File: src/rtl/clock_pkg.sv
// clock_pkg: state encoding, blink mask bit positions and timeout width for the clock controller.
package clock_pkg;
    localparam int TIMEOUT_W = 6;
    localparam int BM_HOUR = 2;
    localparam int BM_MIN  = 1;
    localparam int BM_SEC  = 0;
    typedef enum logic [1:0] {
        ST_RUN      = 2'd0,
        ST_SET_HOUR = 2'd1,
        ST_SET_MIN  = 2'd2,
        ST_SET_SEC  = 2'd3
    } state_e;
endpackage

File: src/rtl/btn_edge.sv
// btn_edge: history flop on a debounced button level; rise_o is high while level=1 and history=0.
module btn_edge (
    input  logic clk_i,
    input  logic rst_ni,
    input  logic btn_i,
    output logic rise_o
);
    logic hist_q;
    always_ff @(posedge clk_i or negedge rst_ni)
        if (!rst_ni) hist_q <= 1'b0;
        else         hist_q <= btn_i;
    assign rise_o = btn_i & ~hist_q;
endmodule

File: src/rtl/clock_set_ctrl.sv
// clock_set_ctrl: run/pause, HOUR->MIN->SEC set sequencing, blink mask and set-mode timeout.
// Optional inc auto-repeat in SET_HOUR/SET_MIN when CLOCK_SET_AUTO_REPEAT_EN is defined.
module clock_set_ctrl
    import clock_pkg::*;
#(
    parameter int TIMEOUT_S     = 30,
    parameter int REPEAT_DELAY  = 4,
    parameter int REPEAT_PERIOD = 1
) (
    input  logic       clk_i,
    input  logic       rst_ni,
    input  logic       tick_1hz_i,
    input  logic       tick_blink_i,
    input  logic       mode_btn_i,
    input  logic       inc_btn_i,
    input  logic       run_btn_i,
    output logic       sec_tick_o,
    output logic       min_inc_o,
    output logic       hour_inc_o,
    output logic       sec_clr_o,
    output logic       carry_inh_o,
    output logic [2:0] blink_mask_o,
    output logic [1:0] mode_o,
    output logic       running_o
);
    logic mode_rise, inc_rise, run_rise, rep, expire;
    state_e state_q, state_d;
    logic [TIMEOUT_W-1:0] cnt_q, cnt_d;
    logic phase_q, phase_d, running_q, running_d;
    logic sec_tick_q, hour_inc_q, min_inc_q, sec_clr_q, carry_inh_q;
    logic [2:0] blink_q, blink_d;

    btn_edge u_mode (.clk_i(clk_i), .rst_ni(rst_ni), .btn_i(mode_btn_i), .rise_o(mode_rise));
    btn_edge u_inc  (.clk_i(clk_i), .rst_ni(rst_ni), .btn_i(inc_btn_i),  .rise_o(inc_rise));
    btn_edge u_run  (.clk_i(clk_i), .rst_ni(rst_ni), .btn_i(run_btn_i),  .rise_o(run_rise));

`ifdef CLOCK_SET_AUTO_REPEAT_EN
    logic [7:0] rcnt_q;
    logic hold_ok;
    assign hold_ok = inc_btn_i && !mode_rise && (state_q == ST_SET_HOUR || state_q == ST_SET_MIN);
    assign rep     = hold_ok && tick_blink_i && (rcnt_q == 8'(REPEAT_DELAY - 1));
    // after the first repeat, reload so the next one lands REPEAT_PERIOD strobes later
    always_ff @(posedge clk_i or negedge rst_ni)
        if (!rst_ni)           rcnt_q <= '0;
        else if (!hold_ok)     rcnt_q <= '0;
        else if (rep)          rcnt_q <= 8'(REPEAT_DELAY - REPEAT_PERIOD);
        else if (tick_blink_i) rcnt_q <= rcnt_q + 8'd1;
`else
    logic unused_repeat;
    assign unused_repeat = ^{REPEAT_DELAY, REPEAT_PERIOD};
    assign rep = 1'b0;
`endif

    always_comb begin
        expire    = state_q != ST_RUN && tick_1hz_i && !inc_rise && !rep
                    && cnt_q == TIMEOUT_W'(TIMEOUT_S - 1);
        state_d   = expire ? ST_RUN : mode_rise ? state_e'(state_q + 2'd1) : state_q;
        cnt_d     = (state_d == ST_RUN || mode_rise || inc_rise || rep) ? '0
                    : cnt_q + TIMEOUT_W'(tick_1hz_i);
        running_d = running_q ^ (state_q == ST_RUN && run_rise);
        phase_d   = phase_q ^ tick_blink_i;
        blink_d   = '0;
        blink_d[BM_HOUR] = state_d == ST_SET_HOUR && phase_d;
        blink_d[BM_MIN]  = state_d == ST_SET_MIN  && phase_d;
        blink_d[BM_SEC]  = state_d == ST_SET_SEC  && phase_d;
    end

    always_ff @(posedge clk_i or negedge rst_ni) begin
        if (!rst_ni) begin
            state_q     <= ST_RUN;
            cnt_q       <= '0;
            running_q   <= 1'b1;
            phase_q     <= 1'b0;
            sec_tick_q  <= 1'b0;
            hour_inc_q  <= 1'b0;
            min_inc_q   <= 1'b0;
            sec_clr_q   <= 1'b0;
            carry_inh_q <= 1'b0;
            blink_q     <= '0;
        end else begin
            state_q     <= state_d;
            cnt_q       <= cnt_d;
            running_q   <= running_d;
            phase_q     <= phase_d;
            sec_tick_q  <= state_q == ST_RUN && tick_1hz_i && running_q;
            hour_inc_q  <= state_q == ST_SET_HOUR && (inc_rise || rep) && !mode_rise;
            min_inc_q   <= state_q == ST_SET_MIN && (inc_rise || rep) && !mode_rise;
            sec_clr_q   <= state_q == ST_SET_SEC && inc_rise && !mode_rise;
            carry_inh_q <= state_d != ST_RUN;
            blink_q     <= blink_d;
        end
    end

    assign sec_tick_o   = sec_tick_q;
    assign hour_inc_o   = hour_inc_q;
    assign min_inc_o    = min_inc_q;
    assign sec_clr_o    = sec_clr_q;
    assign carry_inh_o  = carry_inh_q;
    assign blink_mask_o = blink_q;
    assign mode_o       = state_q;
    assign running_o    = running_q;
endmodule

File: config.mk
export PLATFORM = sky130hd
export DESIGN_NAME = clock_set_ctrl
export DESIGN_NICKNAME = d
export VERILOG_FILES = /design/src/rtl/clock_pkg.sv /design/src/rtl/btn_edge.sv /design/src/rtl/clock_set_ctrl.sv
export SDC_FILE = /design/constraint.sdc
export NUM_CORES = 1
export LEC_CHECK = 0
export BUFFER_PORTS_ARGS = -buffer_cell sky130_fd_sc_hd__clkbuf_2
export CELL_PAD_IN_SITES_DETAIL_PLACEMENT = 0
export CELL_PAD_IN_SITES_GLOBAL_PLACEMENT = 1
export CORE_ASPECT_RATIO = 0.75
export CORE_UTILIZATION = 41
export DETAILED_ROUTE_END_ITERATION = 8
export PLACE_DENSITY_LB_ADDON = 0.1
export SYNTH_ARGS = -nofsm -noshare
export SYNTH_HDL_FRONTEND = slang
export SYNTH_SLANG_ARGS = --single-unit
File: constraint.sdc
create_clock -name clk_i -period 2.3 [get_ports clk_i]
set_clock_uncertainty 0.1 [all_clocks]
set_input_delay 0.23 -clock clk_i [delete_from_list [all_inputs] [get_ports clk_i]]
set_output_delay 0.23 -clock clk_i [all_outputs]
set_load 0.01 [all_outputs]
# Word-level counts from Yosys, hierarchy flattened
# Cells that the tools add are included.
# classes
addsub,2
n_mul,0
div_mod_pow,0
order_cmp,0
n_eq_ne,7
shifts,0
muxes,3
bitwise,8
reduce_logical,23
# ops
cell,n
logical AND 1 bit,15
"== test 2 bit, second input constant",4
adder 6 x 1 -> 6 bit,1
"== test 6 x 5 -> 1 bit, second input constant",1
2-to-1 mux 6 bit,1
"== test 2 x 1 -> 1 bit, second input constant",2
zero test 2 bit,2
2-to-1 mux 2 bit,2
nonzero test 2 bit,2
bitwise AND 1 bit,3
inverter 1 bit,3
"adder 2 x 1 -> 2 bit, second input constant",1
zero test 1 bit,2
logical OR 1 bit,2
XOR 1 bit,2
# word_totals
ff_bits,21
latchBits,0
ram_bits,0
rom_bits,0
in_bits,7
mem_count,0

# Logic depth before layout (Yosys ltp)
# Gate-level depths: netlist of run 1.
# depth
word_depth,10
ltp_mapped,6

# By module
# From an unflattened synthesis of run 1, not the netlist that was laid out.
# hier_totals
hier_cells,75
hier_area_um2,955.9
# by_module_without_submodules
mod,instances,cells_each,area_per_inst_um2
clock_set_ctrl,1,69,839.6
btn_edge,3,2,38.8

# Least setup slack after synthesis of run 1
# OpenSTA, ideal clock, no wires.
# synth_timing
path_type,register -> register
from,reg state_q[0] (netlist: mode_o[0])
to,reg carry_inh_q (netlist: carry_inh_o)
arrival_time_ps,1687
slack_ps,372
stages_incl_launch_ff,7
n_path_buf,1
period_less_slack_ps,1928
path_cell_list,dfrtp_1 inv_1 ha_1 or4b_4 nor4_4 buf_6 a311oi_1
# synth_via
elab_chain_len,6
elab_cells_between_ends,8
classes_between,add/sub: 1; mux: 2; reduce/logical: 5
# synth_rtl
item,line,source
start: declaration,clock_set_ctrl.sv:27,"state_e state_q, state_d;"
start signal: assignment,clock_set_ctrl.sv:81,state_q <= state_d;
branches (longest 4 deep; another with adder 2 x 1 -> 2 bit),-,
2-to-1 mux 2 bit (*),clock_set_ctrl.sv:57,state_d = expire ? ST_RUN : mode_rise ? state_e'(state_q + 2'd1) : state_q;
nonzero test 2 bit (*),clock_set_ctrl.sv:89,carry_inh_q <= state_d != ST_RUN;
end signal: assignment,clock_set_ctrl.sv:78,carry_inh_q <= 1'b0;
end signal: assignment,clock_set_ctrl.sv:89,
end: declaration,clock_set_ctrl.sv:30,"logic sec_tick_q, hour_inc_q, min_inc_q, sec_clr_q, carry_inh_q;"
# Every way passes the cells marked *.

# Worst setup path in the final report of run 1
# Ends and elaborated chain as after synthesis.

==> flow_summary.ini, run 1 <==
[status]
outcome = completed

[synthesis]
synth.distinct_cells = 26
ys_warn_count = 0
syn_nets = 85
syn_inst = 72
synth_area_um2 = 907
syn_avg_cell_area_um2 = 12.6
ys_ff_latch = 21
synth_seq_area_share_pct = 58.1

[finish]
antenna_cells = 0
syn_to_final_growth_pct = 19.2
drive_gt1_share_pct = 26.0
nFillCells = 185
final_util_pct = 52.7
nets = 110

[timing]
relSlewSlack_pct = 65.2
hold_slack_ns = 0.110
min_period_ns = 2.00
fin_tns_setup_ns = 0
slew_violations = 0
hold_viol = 0
worst_pin_slew_ns = 0.522
fmax_mhz = 499
rsz0062_at_grt = false
layout_worst_path_cycle_share_pct = 87.1
setup_viol = 0

[critical_path]
max_stage_delay_ns = 0.50
endpoint_kind = register
critPathMaxFanout = 12
cp.arrival_ns = 2.07
start_kind = register
critPathKind = register to register
crit_path_cell_trace = inv_1, ha_1, or4b_4, nor4_4, buf_4, a311oi_1
required_ns = 2.36
crit_slowest_cell = or4b_4

[place]
portBuffers = 17
place_congestion = 0.767
hpwlAfterDp_um = 1060

[run]
maxCapViolations = 0

[clock_network]
clk_pin_slew_worst_paths_ns = 0.12
clock-root-buffer = clkbuf_4
cts_buffer_depth = 2
cts_sinks = 21
cts_tree = yes
cts_setup_buffers = 0
clock_latency_ns = 0.30
cts_buffers = 3
h-tree-depth = 1

[global_routing]
grt_max_degree = 22
overflow = 0
grt_pass1_vias = 554
grt_pass1_wl_um = 2570
antenna_found_initial = 0
grt_use_total_pct = 15.0

[detailed_routing]
via_count = 578
wl_per_cell_um = 12.4
drtIter0Drc = 2
drtPass1Iterations = 3
ant_nets = 0
route.detailed.drc = 0
viasPerCell = 4.82
drt-total-wl_um = 1490

[die]
dieArea_um2 = 2410
rows = 14
core_area_um2 = 2050
start_util_pct = 44.3
die_x_um = 56.3
die_h_um = 42.7
ios = 18

[power_and_ir_drop]
p_per_area_nw_per_um2 = 967
vdd_drop_max_mv = 0.652
power_leakage_uw = 0.000535

[hold_path]
hold_class = input port to register
## synthesized netlist by cell type (all sizes together)
library cell  number  area, µm²
a211o              1       8.76
a211oi             1       7.51
a311oi             1       8.76
and2               3       18.8
and3               1       6.26
buf                1       11.3
clkbuf             1       5.00
dfrtp             20        500
dfstp              1       26.3
ha                 6       75.1
inv                5       18.8
mux2i              1       10.0
nand2              2       7.51
nand3              3       15.0
nor2               3       11.3
nor2b              3       18.8
nor3               4       20.0
nor3b              2       15.0
nor4               2       27.5
nor4b              2       17.5
o21ai              1       5.00
or3                1       6.26
or4b               1       13.8
xnor2              3       26.3
xor2               3       26.3
## metrics by stage
stage          power, µW  instances  setup WS (ns)  area, µm²
2_1_floorplan        752         72          0.372        907
3_3_place_gp         876        112          0.370       1010
3_5_place_dp         881        112          0.317       1010
4_1_cts             1070        120          0.278       1080
5_1_grt             1130        120          0.152       1080
6_report            1050        120          0.298       1080
## worst max-delay path: cells and delay by family, from the launching register on
kind	cells	cell delay, ns
AND/OR/NAND/NOR	2	0.63
adder cells (fa/ha/maj)	1	0.24
buffers and inverters	2	0.34
AO/OA/AOI/OAI	1	0.07
flip-flops	1	0.48
## registers in the layout, summed over array words and instances (netlist names)
register / cells
mode_o: 2
running_o: 1
sec_clr_o: 1
sec_tick_o: 1
carry_inh_o: 1
min_inc_o: 1
phase_q: 1
u_mode.hist_q: 1
hour_inc_o: 1
u_inc.hist_q: 1
blink_mask_o: 3
u_run.hist_q: 1
cnt_q: 6
## final timing paths
path / end / slack [ns] / from / cells after the start
setup reg to reg: carry_inh_o / 0.30 / mode_o[0] / 6
max in group asynchronous: running_o / 1.41 / rst_ni / 2
setup / recovery: carry_inh_o / 0.30 / mode_o[0] / 6
hold reg to reg: running_o / 0.42 / u_run.hist_q / 2
min in group asynchronous: mode_o[0] / 0.31 / rst_ni / 2
hold / removal: phase_q / 0.11 / tick_blink_i / 3
## power breakdown
group | internal (µW) | leakage [µW] | total (µW) | switching [µW]
sequential | 464 | 0.000269 | 528 | 64.5
clock | 64.9 | 0.0000177 | 173 | 108
combinational | 155 | 0.000248 | 344 | 190
## layout by cell type (no fill, tap or decap), types with 3 or more instances in the layout
cell	instances
clkbuf_2	17
clkbuf_4	3
nand3_1	3
nor2b_1	3
xnor2_1	3
dlygate4sd3_1	4
nor2_1	3
ha_1	6
inv_1	5
xor2_1	3
and2_1	3
nor3_1	4
dfrtp_1	20
## cell families (layout without fill, tap and decap cells)
kind of cell,after synthesis,count (layout),synth area share (%)
AND/OR/NAND/NOR,27,27,19.6
buffers and inverters,7,31,3.86
multiplexers,1,1,1.10
adder cells (fa/ha/maj),6,6,8.28
XOR/XNOR,6,6,5.79
flip-flops,21,21,58.1
AO/OA/AOI/OAI,4,4,3.31
## area by class of cell
| type | instances | area [µm²] | area share (%) |
|---|---|---|---|
| Clock buffer | 3 | 22.5 | 2.08 |
| Clock inverter | 1 | 5.00 | 0.463 |
| Inverter | 5 | 18.8 | 1.74 |
| Multi-Input combinational cell | 44 | 345 | 31.9 |
| Sequential cell | 21 | 527 | 48.7 |
| Tap cell | 24 | 30.0 | 2.78 |
| Timing Repair Buffer | 22 | 133 | 12.3 |
## per-layer routing
metal / GRT usage (%) / vias up / share of wire (%) / routed length (µm)
li1: - / 293 / - / -
met1: 17.9 / 268 / 52 / 773
met2: 23.3 / 13 / 42 / 624
met5: 0 / - / 0 / 0
met4: 7.32 / 0 / 1.8 / 27
met3: 6.40 / 4 / 4.2 / 63
## repair_timing
action / in CTS / in global routing
endpoints found under the hold margin: 23 / 0
gates resized for setup: 0 / 0
hold buffers: 4 / 0
No activity file was read; power rests on OpenSTA's default activity.
==> run 2, diff against run 1 <==
- BUFFER_PORTS_ARGS: -buffer_cell sky130_fd_sc_hd__clkbuf_2 -> -buffer_cell sky130_fd_sc_hd__buf_2
- GPL_TIMING_DRIVEN: default -> 0
==> flow_summary.ini, run 2 (same netlist as run 1, synthesis figures left out) <==
[timing]
min_period_ns = 2.03
setup_ws_ns = 0.271
fmax_mhz = 493
setup_viol = 0
slew_violations = 0
layout_worst_path_cycle_share_pct = 88.2
worst_pin_slew_ns = 0.461
hold_viol = 0
hold_slack_ns = 0.113
rsz0062_at_grt = false
relSlewSlack_pct = 69.2
fin_tns_setup_ns = 0

[detailed_routing]
wl_per_cell_um = 11.9
drtPass1Iterations = 4
ant_nets = 0
viasPerCell = 4.74
drtIter0Drc = 5
drt-total-wl_um = 1440
via_count = 574
route.detailed.drc = 0

[clock_network]
cts_tree = yes
clock-root-buffer = clkbuf_4
cts_sinks = 21
cts_resized = 0
clock_latency_ns = 0.30
clk_pin_slew_worst_paths_ns = 0.11
cts_buffer_depth = 2
h-tree-depth = 1
cts_buffers = 3

[global_routing]
grt_use_total_pct = 14.4
antenna_found_initial = 0
overflow = 0
grt_max_degree = 22
grt_pass1_wl_um = 2530
grt_pass1_vias = 570

[critical_path]
endpoint_kind = register
critPathMaxFanout = 10
r2r_end = carry_inh_o
required_ns = 2.37
start_kind = register
reg2reg_depth = 6
critPathKind = register to register
cp.arrival_ns = 2.10
r2r_start = mode_o[0]
r2r_slack_ns = 0.27

[die]
start_util_pct = 44.3
dieArea_um2 = 2410
die_h_um = 42.7
core_area_um2 = 2050
die_x_um = 56.3
ios = 18
rows = 14

[place]
place_congestion = 0.754
pre_cts_slack_ns = 0.258
hpwlAfterDp_um = 1030
portBuffers = 17

[hold_path]
hold_class = input port to register
worstHoldPathCells = 2
hp-start = tick_1hz_i
holdPathEnd = sec_tick_o

[power_and_ir_drop]
internal_power_uw = 687
combPwrFrac_pct = 32.9
clkPwrFrac_pct = 16.6
seq_power_share_pct = 50.5
p_per_area_nw_per_um2 = 955
p_sw_share_pct = 33.9
vdd_drop_max_mv = 0.554
power_leakage_uw = 0.000540
p_total_uw = 1040
power.switching_uw = 353

[finish]
largest_reg_flops = 6
syn_to_final_growth_pct = 20.0
nets = 111
final_util_pct = 53.1
antenna_cells = 0
final_common_cell = dfrtp_1
nFillCells = 184
top_register = cnt_q
drive_gt1_share_pct = 25.8
mostFrequentLayoutCells = dfrtp_1, buf_2, ha_1

[status]
outcome = completed

[run]
maxCapViolations = 0
## run 2: changes by cell type in the layout (fill, tap and decap cells not counted)
cell and delta:
buf_2 +17, buf_6 +1, clkbuf_2 -16, clkinv_2 -1
clkbuf_1 +1, buf_4 -1
## run 2: power by group through the flow
| stage | clock [µW] | sequential (µW) | combinational (µW) |
|---|---|---|---|
| after floorplan | 0 | 560 | 192 |
| after global placement | 0 | 531 | 338 |
| after detailed placement | 0 | 533 | 345 |
| after CTS | 182 | 527 | 350 |
| after global routing | 198 | 538 | 388 |
| final | 173 | 525 | 342 |
## run 2: critical path, cell delays in order (launching register included)
cell and delay, ns:
dfrtp_1 0.47, inv_1 0.11, ha_1 0.23, or4b_4 0.50
nor4_4 0.23, buf_6 0.19, a311oi_1 0.06
## run 2: worst max-delay path by stage
| stage | from | end | slack (ns) | depth (start not counted) |
|---|---|---|---|---|
| 2_1_floorplan | mode_o[0] | carry_inh_o | 0.37 | 6 |
| 3_5_place_dp | mode_o[0] | carry_inh_o | 0.26 | 6 |
| 6_report | mode_o[0] | carry_inh_o | 0.27 | 6 |
| 3_3_place_gp | mode_o[0] | carry_inh_o | 0.26 | 6 |
| 4_1_cts | mode_o[0] | carry_inh_o | 0.25 | 6 |
| 5_1_grt | mode_o[0] | carry_inh_o | 0.12 | 6 |
## run 2: layout make-up
class,instances,area (µm²),area share (%)
Timing Repair Buffer,21,125,11.5
Sequential cell,21,527,48.4
Inverter,5,18.8,1.72
Tap cell,24,30.0,2.76
Multi-Input combinational cell,44,345,31.7
Clock buffer,4,26.3,2.41
Buffer,2,16.3,1.49
## run 2: what timing repair did
item | CTS | global route
setup buffers | 0 | 0
hold buffers | 4 | 0
hold endpoints to repair | 23 | 0
## run 2: layer usage
metal	vias to the layer above	track usage (%)	part of all wire, %
met5	-	0	0
met4	0	4.39	0.90
met3	2	6.40	5.7
met2	15	22.4	42
met1	264	18.1	51
li1	293	-	-
## run 2: per-stage QoR
stage,std cells,instance area [µm²]
3_5_place_dp,113,1020
3_3_place_gp,113,1020
4_1_cts,121,1090
2_1_floorplan,72,907
5_1_grt,121,1090
6_report,121,1090
